<file path="src/rtl/seq_mult_iter_if.sv">
// Valid/ready operand and product bundle for seq_mult_iter.
// The producer/consumer side uses master; the multiplier uses slave.
interface seq_mult_iter_if #(
   parameter int WIDTH = 16
);
   logic                 in_valid;
   logic                 in_ready;
   logic [WIDTH-1:0]     a;
   logic [WIDTH-1:0]     b;
   logic                 out_valid;
   logic                 out_ready;
   logic [2*WIDTH-1:0]   product;
   logic                 busy;

   modport master (
      output in_valid, a, b, out_ready,
      input  in_ready, out_valid, product, busy
   );

   modport slave (
      input  in_valid, a, b, out_ready,
      output in_ready, out_valid, product, busy
   );
endinterface

</file>
<file path="src/rtl/seq_mult_iter.sv">
// Iterative shift-add multiplier, WIDTH x WIDTH -> 2*WIDTH, one multiplier bit per clock.
// Define MULT_SIGNED_EN for two's-complement operands and product (sign-magnitude around the unsigned core).
module seq_mult_iter #(
   parameter int WIDTH = 16
) (
   input  logic          clk,
   input  logic          rst_n,
   seq_mult_iter_if.slave bus
);
   localparam int CNT_W = $clog2(WIDTH + 1);

   typedef enum logic [1:0] {IDLE, CALC, DONE} state_t;

   state_t               state;
   state_t               state_next;
   logic [WIDTH-1:0]     m;
   logic [2*WIDTH-1:0]   p;
   logic [2*WIDTH-1:0]   p_step;
   logic [2*WIDTH-1:0]   product_r;
   logic [2*WIDTH-1:0]   result;
   logic [CNT_W-1:0]     cnt;
   logic [WIDTH:0]       sum;
   logic [WIDTH-1:0]     a_mag;
   logic [WIDTH-1:0]     b_mag;
   logic                 accept;
   logic                 last_step;

   assign accept    = bus.in_valid && (state == IDLE);
   assign last_step = (state == CALC) && (cnt == CNT_W'(WIDTH - 1));

`ifdef MULT_SIGNED_EN
   logic sign_r;

   // Magnitudes go through the unsigned core; the most negative value maps to 2^(W-1), which still fits.
   assign a_mag  = bus.a[WIDTH-1] ? -bus.a : bus.a;
   assign b_mag  = bus.b[WIDTH-1] ? -bus.b : bus.b;
   assign result = sign_r ? -p_step : p_step;

   always_ff @(posedge clk or negedge rst_n) begin
      if (!rst_n)
         sign_r <= 1'b0;
      else if (accept)
         sign_r <= bus.a[WIDTH-1] ^ bus.b[WIDTH-1];
   end
`else
   assign a_mag  = bus.a;
   assign b_mag  = bus.b;
   assign result = p_step;
`endif

   // The adder carry becomes the new top bit as the partial product shifts right.
   always_comb begin
      sum    = {1'b0, p[2*WIDTH-1:WIDTH]} + (p[0] ? {1'b0, m} : '0);
      p_step = {sum, p[WIDTH-1:1]};
   end

   always_ff @(posedge clk or negedge rst_n) begin
      if (!rst_n)
         state <= IDLE;
      else
         state <= state_next;
   end

   always_comb begin
      state_next = state;
      case (state)
         IDLE:    if (bus.in_valid) state_next = CALC;
         CALC:    if (last_step)    state_next = DONE;
         DONE:    if (bus.out_ready) state_next = IDLE;
         default: state_next = IDLE;
      endcase
   end

   always_comb begin
      bus.in_ready  = (state == IDLE);
      bus.out_valid = (state == DONE);
      bus.busy      = (state != IDLE);
   end

   assign bus.product = product_r;

   // The product register only changes on the final step, so it holds the last result through IDLE.
   always_ff @(posedge clk or negedge rst_n) begin
      if (!rst_n) begin
         m         <= '0;
         p         <= '0;
         cnt       <= '0;
         product_r <= '0;
      end else if (accept) begin
         m   <= a_mag;
         p   <= {{WIDTH{1'b0}}, b_mag};
         cnt <= '0;
      end else if (state == CALC) begin
         p   <= p_step;
         cnt <= cnt + CNT_W'(1);
         if (last_step)
            product_r <= result;
      end
   end
endmodule

</file>
<file path="src/flat_wrapper.sv">
// flat-port wrapper written by rule: the top's interface ports become plain ports
module seq_mult_iter_flat 
#(
   parameter int WIDTH = 16
)
  (clk, rst_n, bus_in_valid, bus_a, bus_b, bus_out_ready, bus_in_ready, bus_out_valid, bus_product, bus_busy);
  seq_mult_iter_if #(.WIDTH(WIDTH)) bus_i ();
  input  logic clk;
  input  logic rst_n;
  input wire logic [$bits(bus_i.in_valid)-1:0] bus_in_valid;
  input wire logic [$bits(bus_i.a)-1:0] bus_a;
  input wire logic [$bits(bus_i.b)-1:0] bus_b;
  input wire logic [$bits(bus_i.out_ready)-1:0] bus_out_ready;
  output wire logic [$bits(bus_i.in_ready)-1:0] bus_in_ready;
  output wire logic [$bits(bus_i.out_valid)-1:0] bus_out_valid;
  output wire logic [$bits(bus_i.product)-1:0] bus_product;
  output wire logic [$bits(bus_i.busy)-1:0] bus_busy;
  assign bus_i.in_valid = bus_in_valid;
  assign bus_i.a = bus_a;
  assign bus_i.b = bus_b;
  assign bus_i.out_ready = bus_out_ready;
  assign bus_in_ready = bus_i.in_ready;
  assign bus_out_valid = bus_i.out_valid;
  assign bus_product = bus_i.product;
  assign bus_busy = bus_i.busy;
  seq_mult_iter #(.WIDTH(WIDTH)) u_core (.clk(clk), .rst_n(rst_n), .bus(bus_i));
endmodule
</file>
<file path="config.mk">
export PLATFORM = sky130hd
export DESIGN_NAME = seq_mult_iter_flat
export DESIGN_NICKNAME = d
export VERILOG_FILES = /design/src/rtl/seq_mult_iter_if.sv /design/src/rtl/seq_mult_iter.sv /design/src/flat_wrapper.sv
export SDC_FILE = /design/constraint.sdc
export NUM_CORES = 1
export LEC_CHECK = 0
export CORE_UTILIZATION = 36
export DETAILED_ROUTE_END_ITERATION = 7
export PLACE_DENSITY = 0.63
export SYNTH_ARGS = -nofsm -noshare
export SYNTH_HDL_FRONTEND = slang
export SYNTH_SLANG_ARGS = --single-unit
</file>
<file path="constraint.sdc">
create_clock -name clk -period 2.8 [get_ports clk]
set_clock_uncertainty 0.05 [all_clocks]
set_input_delay 0.56 -clock clk [delete_from_list [all_inputs] [get_ports clk]]
set_output_delay 0.56 -clock clk [all_outputs]
set_load 0.1 [all_outputs]
</file>
== After elaboration in Yosys (flattened, before gate mapping) ==
Index checks and enable logic that the tools add are counted.
Storage, ports and cells
  flip-flop bits (word level): 87
  latch bits: 0
  bits in writable memories: 0
  ROM bits: 0
  input bits: 36
  output and inout port bits: 35
  logic and storage cells: 30
  memories: 0
Operators by class
  $add $sub $neg: 2
  multipliers: 0
  divide/modulo/power cells: 0
  $lt $le $gt $ge: 0
  equal/unequal tests: 6
  shift operators: 0
  mux-type cells: 9
  bitwise operators: 1
  reduce and logical (&&, ||, !) cells: 7
Operators with widths (count)
  32-bit two-way mux: 2
  16-bit by 17-bit adder with 17-bit output: 1
  16-bit two-way mux: 1
  5-bit two-way mux: 2
  2-bit two-way mux: 3
  2-bit one-hot mux with 3 select lines: 1
  3-bit AND reduction: 2
  5-bit by 1-bit adder with 5-bit output (second input constant): 1
  5-bit by 4-bit equality test with 1-bit output (second input constant): 1
  2-bit != test (second input constant): 2
  2-bit nonzero test: 2
  2-bit by 1-bit equality test with 1-bit output (second input constant): 1
  2-bit equality test (second input constant): 1
  1-bit logical AND: 2
  2-bit zero test: 1
  2-bit by 1-bit != test with 1-bit output (second input constant): 1
  1-bit NOT: 1

== Longest topological paths before layout ==
Gate-level depths: netlist (run 1).
  word-level depth: 4
  gate-level depth with buffers: 10
  gate-level depth less buffers: 9

== Least setup slack after synthesis (run 1) ==
No wires, ideal clock.
  kind: reg-to-output
  start: register u_core.state[0]
  end: output bus_busy
  data arrival time: 2631 ps
  required time: 2190 ps
  setup slack: -441 ps
  stages on the path, launching flop included: 3
  path buffers: 0
  path through: dfrtp_1 nor2_1 inv_1
Between the ends
  word-level cells in the longest chain between the ends: 1
RTL lines
  start, declared: line seq_mult_iter.sv:14  | state_t state;
  start signal, assigned: line seq_mult_iter.sv:61  | state <= state_next;
  2-bit nonzero test: line seq_mult_iter.sv:77  | bus.busy = (state != IDLE);
  end, declared: line flat_wrapper.sv:17  | output wire logic [$bits(bus_i.busy)-1:0] bus_busy;
Every way passes these cells.

== Final worst setup path (run 1) ==
  start: register u_core.p[0]
  end: register u_core.product_r[31], in the netlist u_core.bus.product[31]
Between the ends
  word-level cells in the longest chain between the ends: 2
RTL lines
  start, declared: line seq_mult_iter.sv:17  | logic [2*WIDTH-1:0] p;
  start signal, assigned: line seq_mult_iter.sv:91  | p <= {{WIDTH{1'b0}}, b_mag};
  start signal, assigned: line seq_mult_iter.sv:94  | p <= p_step;
  16-bit two-way mux: line seq_mult_iter.sv:53  | sum = {1'b0, p[2*WIDTH-1:WIDTH]} + (p[0] ? {1'b0, m} : '0);
  16-bit by 17-bit adder with 17-bit output: line seq_mult_iter.sv:53
  end signal, assigned: line seq_mult_iter.sv:97  | product_r <= result;
  end, declared: line seq_mult_iter.sv:19  | logic [2*WIDTH-1:0] product_r;
Every way passes these cells.
A chain may end at the register's enable or synchronous reset.

==> results.sh, run 1 <==
export IMPL_cp_max_fo=17
export IMPL_final_min_clock_period_ns=2.58
export IMPL_hold_path_class="in2async"
export IMPL_overflow=0
export IMPL_synthCells=450
export IMPL_slowest_delay_ns=0.50
export IMPL_rows=39
export IMPL_clkTransAtPathRegs_ns=0.06
export IMPL_holdBufCountCts=0
export IMPL_seq_area_frac_synth_pct=49.6
export IMPL_yosysWarnings=0
export IMPL_worst_pin_slew_ns=0.942
export IMPL_die_h_um=112
export IMPL_status="completed"
export IMPL_postCtsResizedCells=0
export IMPL_die_area_mm2=0.0126
export IMPL_cts_max_path_buffers=2
export IMPL_synth_nets=505
export IMPL_p_per_area_mw_per_mm2=1330
export IMPL_synth_area_per_cell_um2=9.75
export IMPL_dpl_hpwl_um=7440
export IMPL_synthArstFlopShare_pct=100
export IMPL_vias=3545
export IMPL_cp_end_kind="register"
export IMPL_synth_cell_area_mm2=0.00439
export IMPL_die_w_um=112
export IMPL_dp_cells=650
export IMPL_setup_tns_ns=0
export IMPL_ys_types=49
export IMPL_cts_num_sinks=87
export IMPL_arrival_ns=2.69
export IMPL_final_layout_size_suffix_gt1_share_pct=17.4
export IMPL_viasPerCell=5.32
export IMPL_period_share_pct=92.1
export IMPL_cap_violations=0
export IMPL_rsz0062_at_grt="false"
export IMPL_grt_max_degree=49
export IMPL_stdcell_count=666
export IMPL_cts_buffers=9
export IMPL_drv_slew=0
export IMPL_startpoint="u_core.p[0]"
export IMPL_dr_pass1_iters=5
export IMPL_diodes=0
export IMPL_routed_wl_um=10500
export IMPL_path_cells="and2_1, ha_1, fa_1, a21o_1, a31oi_2, nor2_1, a22o_1, nand4_1, a31oi_1"
export IMPL_start_kind="register"
export IMPL_htreeDepth=3
export IMPL_relSlewSlack_pct=37.2
export IMPL_grt_pass1_vias=3544
export IMPL_reg2reg_from="u_core.p[0]"
export IMPL_peakVddDrop_mv=0.475
export IMPL_ant_nets=0
export IMPL_r2r_slack_ns=0.22
export IMPL_gr_usage_all_layers_pct=17.8
export IMPL_crit_type="reg2reg"
export IMPL_fmax_mhz=388
export IMPL_worst_slack_ns=0.222
export IMPL_leakage_nw=2.53
export IMPL_ys_flop_type="dfrtp_1"
export IMPL_post_cts_buffers=0
export IMPL_coreArea_mm2=0.0117
export IMPL_setup_viol_count_final=0
export IMPL_hold_viol=0
export IMPL_crit_slowest_cell="dfrtp_2"
export IMPL_synth_edf_count=0
export IMPL_gp_congestion=0.814
export IMPL_area_growth_pct=25.1
export IMPL_dp_slack_ns=0.173
export IMPL_ioPinCount=71
export IMPL_ys_ff_latch=87
export IMPL_clock_root_buffer="clkbuf_16"
export IMPL_grt_pass1_wl_um=17900
export IMPL_initial_core_util_pct=37.6
export IMPL_drc=0
export IMPL_finalNetCount=573
export IMPL_cts_tree="done"
export IMPL_antenna_found_initial=0
export IMPL_clock_latency_ns=0.34
export IMPL_wl_per_cell_um=15.8
export IMPL_io_buffers=70
export IMPL_drtIter0Drc=211
export IMPL_required_ns=2.91
[cells in the mapped netlist (all sizes together), types with 2 or more instances]
cell type,n,area (um2)
a21o,6,47.6
a21oi,34,181
a22o,3,26.3
a22oi,16,120
a31o,2,17.5
a31oi,3,25.0
and2,19,119
buf,3,21.3
clkbuf,23,86.3
dfrtp,87,2180
ha,18,225
inv,5,18.8
mux2,16,180
nand2,86,325
nand2b,2,12.5
nand3,7,40.0
nand4,4,25.0
nor2,12,47.6
nor2b,18,113
nor3,2,10.0
o2111ai,2,17.5
o21ai,43,215
o21bai,4,30.0
o22ai,4,25.0
o311ai,2,17.5
o31ai,3,22.5
or4,2,15.0
xnor2,2,17.5
xor2,9,78.8
[registers in the layout, summed over array words and instances, names as in the netlist]
name / cells
u_core.bus.product: 32
u_core.cnt: 5
u_core.m: 16
u_core.p: 32
u_core.state: 2
[final timing paths]
check | cells past startpoint | end
max reg2reg | 9 | u_core.bus.product[31]
min reg2reg | 2 | u_core.bus.product[6]
max | 9 | u_core.bus.product[31]
max in group asynchronous | 2 | u_core.bus.product[28]
min | 1 | u_core.m[10]
min in group clk | 2 | u_core.bus.product[6]
[report_power, final]
part / switching, W / internal, W
Sequential: 0.000385 / 0.00181
Combinational: 0.00269 / 0.00120
Clock: 0.000483 / 0.000716
[stage by stage]
stage / util [%] / power [W] / hold WS (ns) / cell area (um2)
finish: 47.0 / 0.00728 / 0.195 / 5490
global route: 47.0 / 0.00773 / 0.254 / 5490
CTS: 47.0 / 0.00733 / 0.217 / 5490
detailed placement: 44.5 / 0.00611 / 0.415 / 5190
global placement: 44.5 / 0.00602 / 0.413 / 5190
floorplan: - / 0.00516 / 0.214 / 4390
[per-layer routing]
layer  up-vias  share of wire [%]  GRT usage (%)  wire length, um
met3        14                4.3           2.11              448
met4         0                1.6           7.11              172
li1       1712                  -              -                -
met1      1727                 46           24.5             4850
met5         -                  0              0                0
met2        92                 48           28.8             5040
[kinds of logic after synthesis]
family          count (synthesis)  synth area share (%)
buf+inv                        31                  2.88
simple gates                  157                  16.9
fa+ha+maj                      19                  5.59
compound gates                128                  18.5
mux                            17                  4.34
flops                          87                  49.6
xor+xnor                       11                  2.20
[worst max-delay path, delay by kind of cell, from the launching register on]
family,cells,cell delay (ns)
AOI/OAI and AO/OA,4,0.84
adders and majority gates,2,0.61
DFF,1,0.50
and+or+nand+nor,3,0.41
[area by class of cell]
class	instances	area (um2)
Sequential cell	87	2180
Inverter	5	18.8
Fill cell	1094	6180
Timing Repair Buffer	83	733
Multi-Input combinational cell	332	2080
Tap cell	143	179
Clock inverter	3	42.5
Clock buffer	13	250
[placed cells by master, fill, tap and decap left out, drive strengths merged, types with 2 or more instances in the layout]
| cell type | n |
|---|---|
| dfrtp | 87 |
| nand2 | 86 |
| buf | 49 |
| o21ai | 43 |
| clkdlybuf4s50 | 34 |
| a21oi | 34 |
| and2 | 19 |
| nor2b | 18 |
| ha | 18 |
| a22oi | 16 |
| mux2 | 16 |
| clkbuf | 13 |
| nor2 | 12 |
| xor2 | 9 |
| nand3 | 7 |
| a21o | 6 |
| inv | 5 |
| o21bai | 4 |
| nand4 | 4 |
| o22ai | 4 |
| o31ai | 3 |
| a22o | 3 |
| a31oi | 3 |
| nand2b | 2 |
| o311ai | 2 |
| a31o | 2 |
| o2111ai | 2 |
| nor3 | 2 |
| or4 | 2 |
| xnor2 | 2 |
No activity file was read; power rests on OpenSTA's default activity.
==> inputs of run 2 (changes only) <==
PLACE_DENSITY = unset   (was 0.63)
==> results.sh, run 2 (synthesized netlist as in run 1, its figures left out) <==
export IMPL_post_cts_buffers=0
export IMPL_arrival_ns=2.73
export IMPL_grt_pass1_wl_um=17300
export IMPL_startpoint="u_core.p[0]"
export IMPL_fmax_mhz=388
export IMPL_final_common_cell="dfrtp_1"
export IMPL_regArea_mm2=0.00218
export IMPL_cap_violations=0
export IMPL_holdBufCountCts=0
export IMPL_final_cell_mix="dfrtp_1, nand2_1, buf_4"
export IMPL_setup_viol_count_final=0
export IMPL_status="completed"
export IMPL_setup_tns_ns=0
export IMPL_grt_pass1_vias=3415
export IMPL_postCtsResizedCells=0
export IMPL_die_w_um=112
export IMPL_overflow=0
export IMPL_n_fill_cell=1071
export IMPL_cts_tree="done"
export IMPL_leakage_nw=2.55
export IMPL_coreArea_mm2=0.0117
export IMPL_ant_nets=0
export IMPL_path_buf_inv=0
export IMPL_cp_top_family="compound AO/OA/AOI/OAI gates"
export IMPL_wl_per_cell_um=15.9
export IMPL_drtIter0Drc=155
export IMPL_cts_max_path_buffers=2
export IMPL_gr_usage_all_layers_pct=17.9
export IMPL_final_util_pct=47.1
export IMPL_dp_cells=653
export IMPL_routed_wl_um=10600
export IMPL_drc=0
export IMPL_die_h_um=112
export IMPL_rows=39
export IMPL_final_min_clock_period_ns=2.58
export IMPL_diodes=0
export IMPL_cp_end_kind="register"
export IMPL_area_growth_pct=25.2
export IMPL_cts_num_sinks=87
export IMPL_final_layout_size_suffix_gt1_share_pct=18.1
export IMPL_finalNetCount=576
export IMPL_whs_ns=0.126
export IMPL_relSlewSlack_pct=58.4
export IMPL_initial_core_util_pct=37.6
export IMPL_grt_max_degree=38
export IMPL_io_buffers=70
export IMPL_peakVddDrop_mv=0.612
export IMPL_crit_type="reg2reg"
export IMPL_clock_latency_ns=0.35
export IMPL_stdcell_count=669
export IMPL_start_kind="register"
export IMPL_antenna_found_initial=0
export IMPL_slowest_delay_ns=0.46
export IMPL_period_share_pct=92.1
export IMPL_gp_congestion=0.890
export IMPL_r2r_slack_ns=0.22
export IMPL_dr_pass1_iters=6
export IMPL_cts_buffers=9
export IMPL_htreeDepth=3
export IMPL_p_per_area_mw_per_mm2=1330
export IMPL_hold_path_class="in2async"
export IMPL_crit_slowest_cell="dfrtp_1"
export IMPL_hold_viol=0
export IMPL_required_ns=2.95
export IMPL_clock_root_buffer="clkbuf_16"
export IMPL_drv_slew=0
export IMPL_ioPinCount=71
export IMPL_power_w=0.00731
export IMPL_multi_input_area_mm2=0.00208
export IMPL_rsz0062_at_grt="false"
export IMPL_cp_max_fo=11
export IMPL_viasPerCell=5.20
export IMPL_die_area_mm2=0.0126
export IMPL_dpl_hpwl_um=7630
export IMPL_reg2reg_from="u_core.p[0]"
export IMPL_path_cells="and2_1, ha_1, fa_1, a21o_1, a31oi_2, nor2_1, a21oi_1, xor2_1, o21ai_0"
export IMPL_vias=3480
export IMPL_worst_pin_slew_ns=0.623
export IMPL_clkTransAtPathRegs_ns=0.06
==> run 2: changes by cell type in the layout (fill, tap and decap cells not counted) <==
cell / change
buf_12: -2
buf_4: +5
clkbuf_1: -2
clkinv_2: +1
clkinv_4: +2
clkinvlp_4: -1
dfrtp_1: +1
dfrtp_2: -1
==> run 2: stage by stage <==
step | worst slack, ns | cell area, um2
2_1_floorplan | 0.235 | 4390
3_3_place_gp | 0.327 | 5190
3_5_place_dp | 0.270 | 5190
4_1_cts | 0.244 | 5490
5_1_grt | 0.0318 | 5490
6_report | 0.220 | 5490
==> run 2: metal layers <==
layer	share of wire, %	GRT usage, %	vias up
met4	1.7	6.31	0
li1	-	-	1719
met3	4.2	5.02	10
met5	0	0	-
met1	48	24.1	1690
met2	46	27.7	61
==> run 2: path summary, 6_finish.rpt <==
path                                               end  cells past startpoint
worst min-delay path                       u_core.m[7]                      1
worst max-delay path            u_core.bus.product[27]                      9
worst max register to register  u_core.bus.product[27]                      9
worst min register to register   u_core.bus.product[6]                      2
min in group clk                 u_core.bus.product[6]                      2
max in group asynchronous                  u_core.p[7]                      2
==> run 2: report_power, final <==
| part | leakage, nW | total [W] | switching, W | internal [W] |
|---|---|---|---|---|
| logic | 1.29 | 0.00387 | 0.00267 | 0.00120 |
| clock network | 0.149 | 0.00121 | 0.000499 | 0.000716 |
| registers | 1.11 | 0.00223 | 0.000415 | 0.00181 |
| total | 2.55 | 0.00731 | 0.00358 | 0.00372 |
==> run 2: cell type report <==
| class | count | share of cell area, % |
|---|---|---|
| clock buffer | 11 | 4.42 |
| clock inverter | 5 | 1.05 |
| inverter | 5 | 0.342 |
| multi-input combinational | 332 | 38.0 |
| sequential | 87 | 39.7 |
| tap | 143 | 3.26 |
| timing repair buffer | 86 | 13.3 |
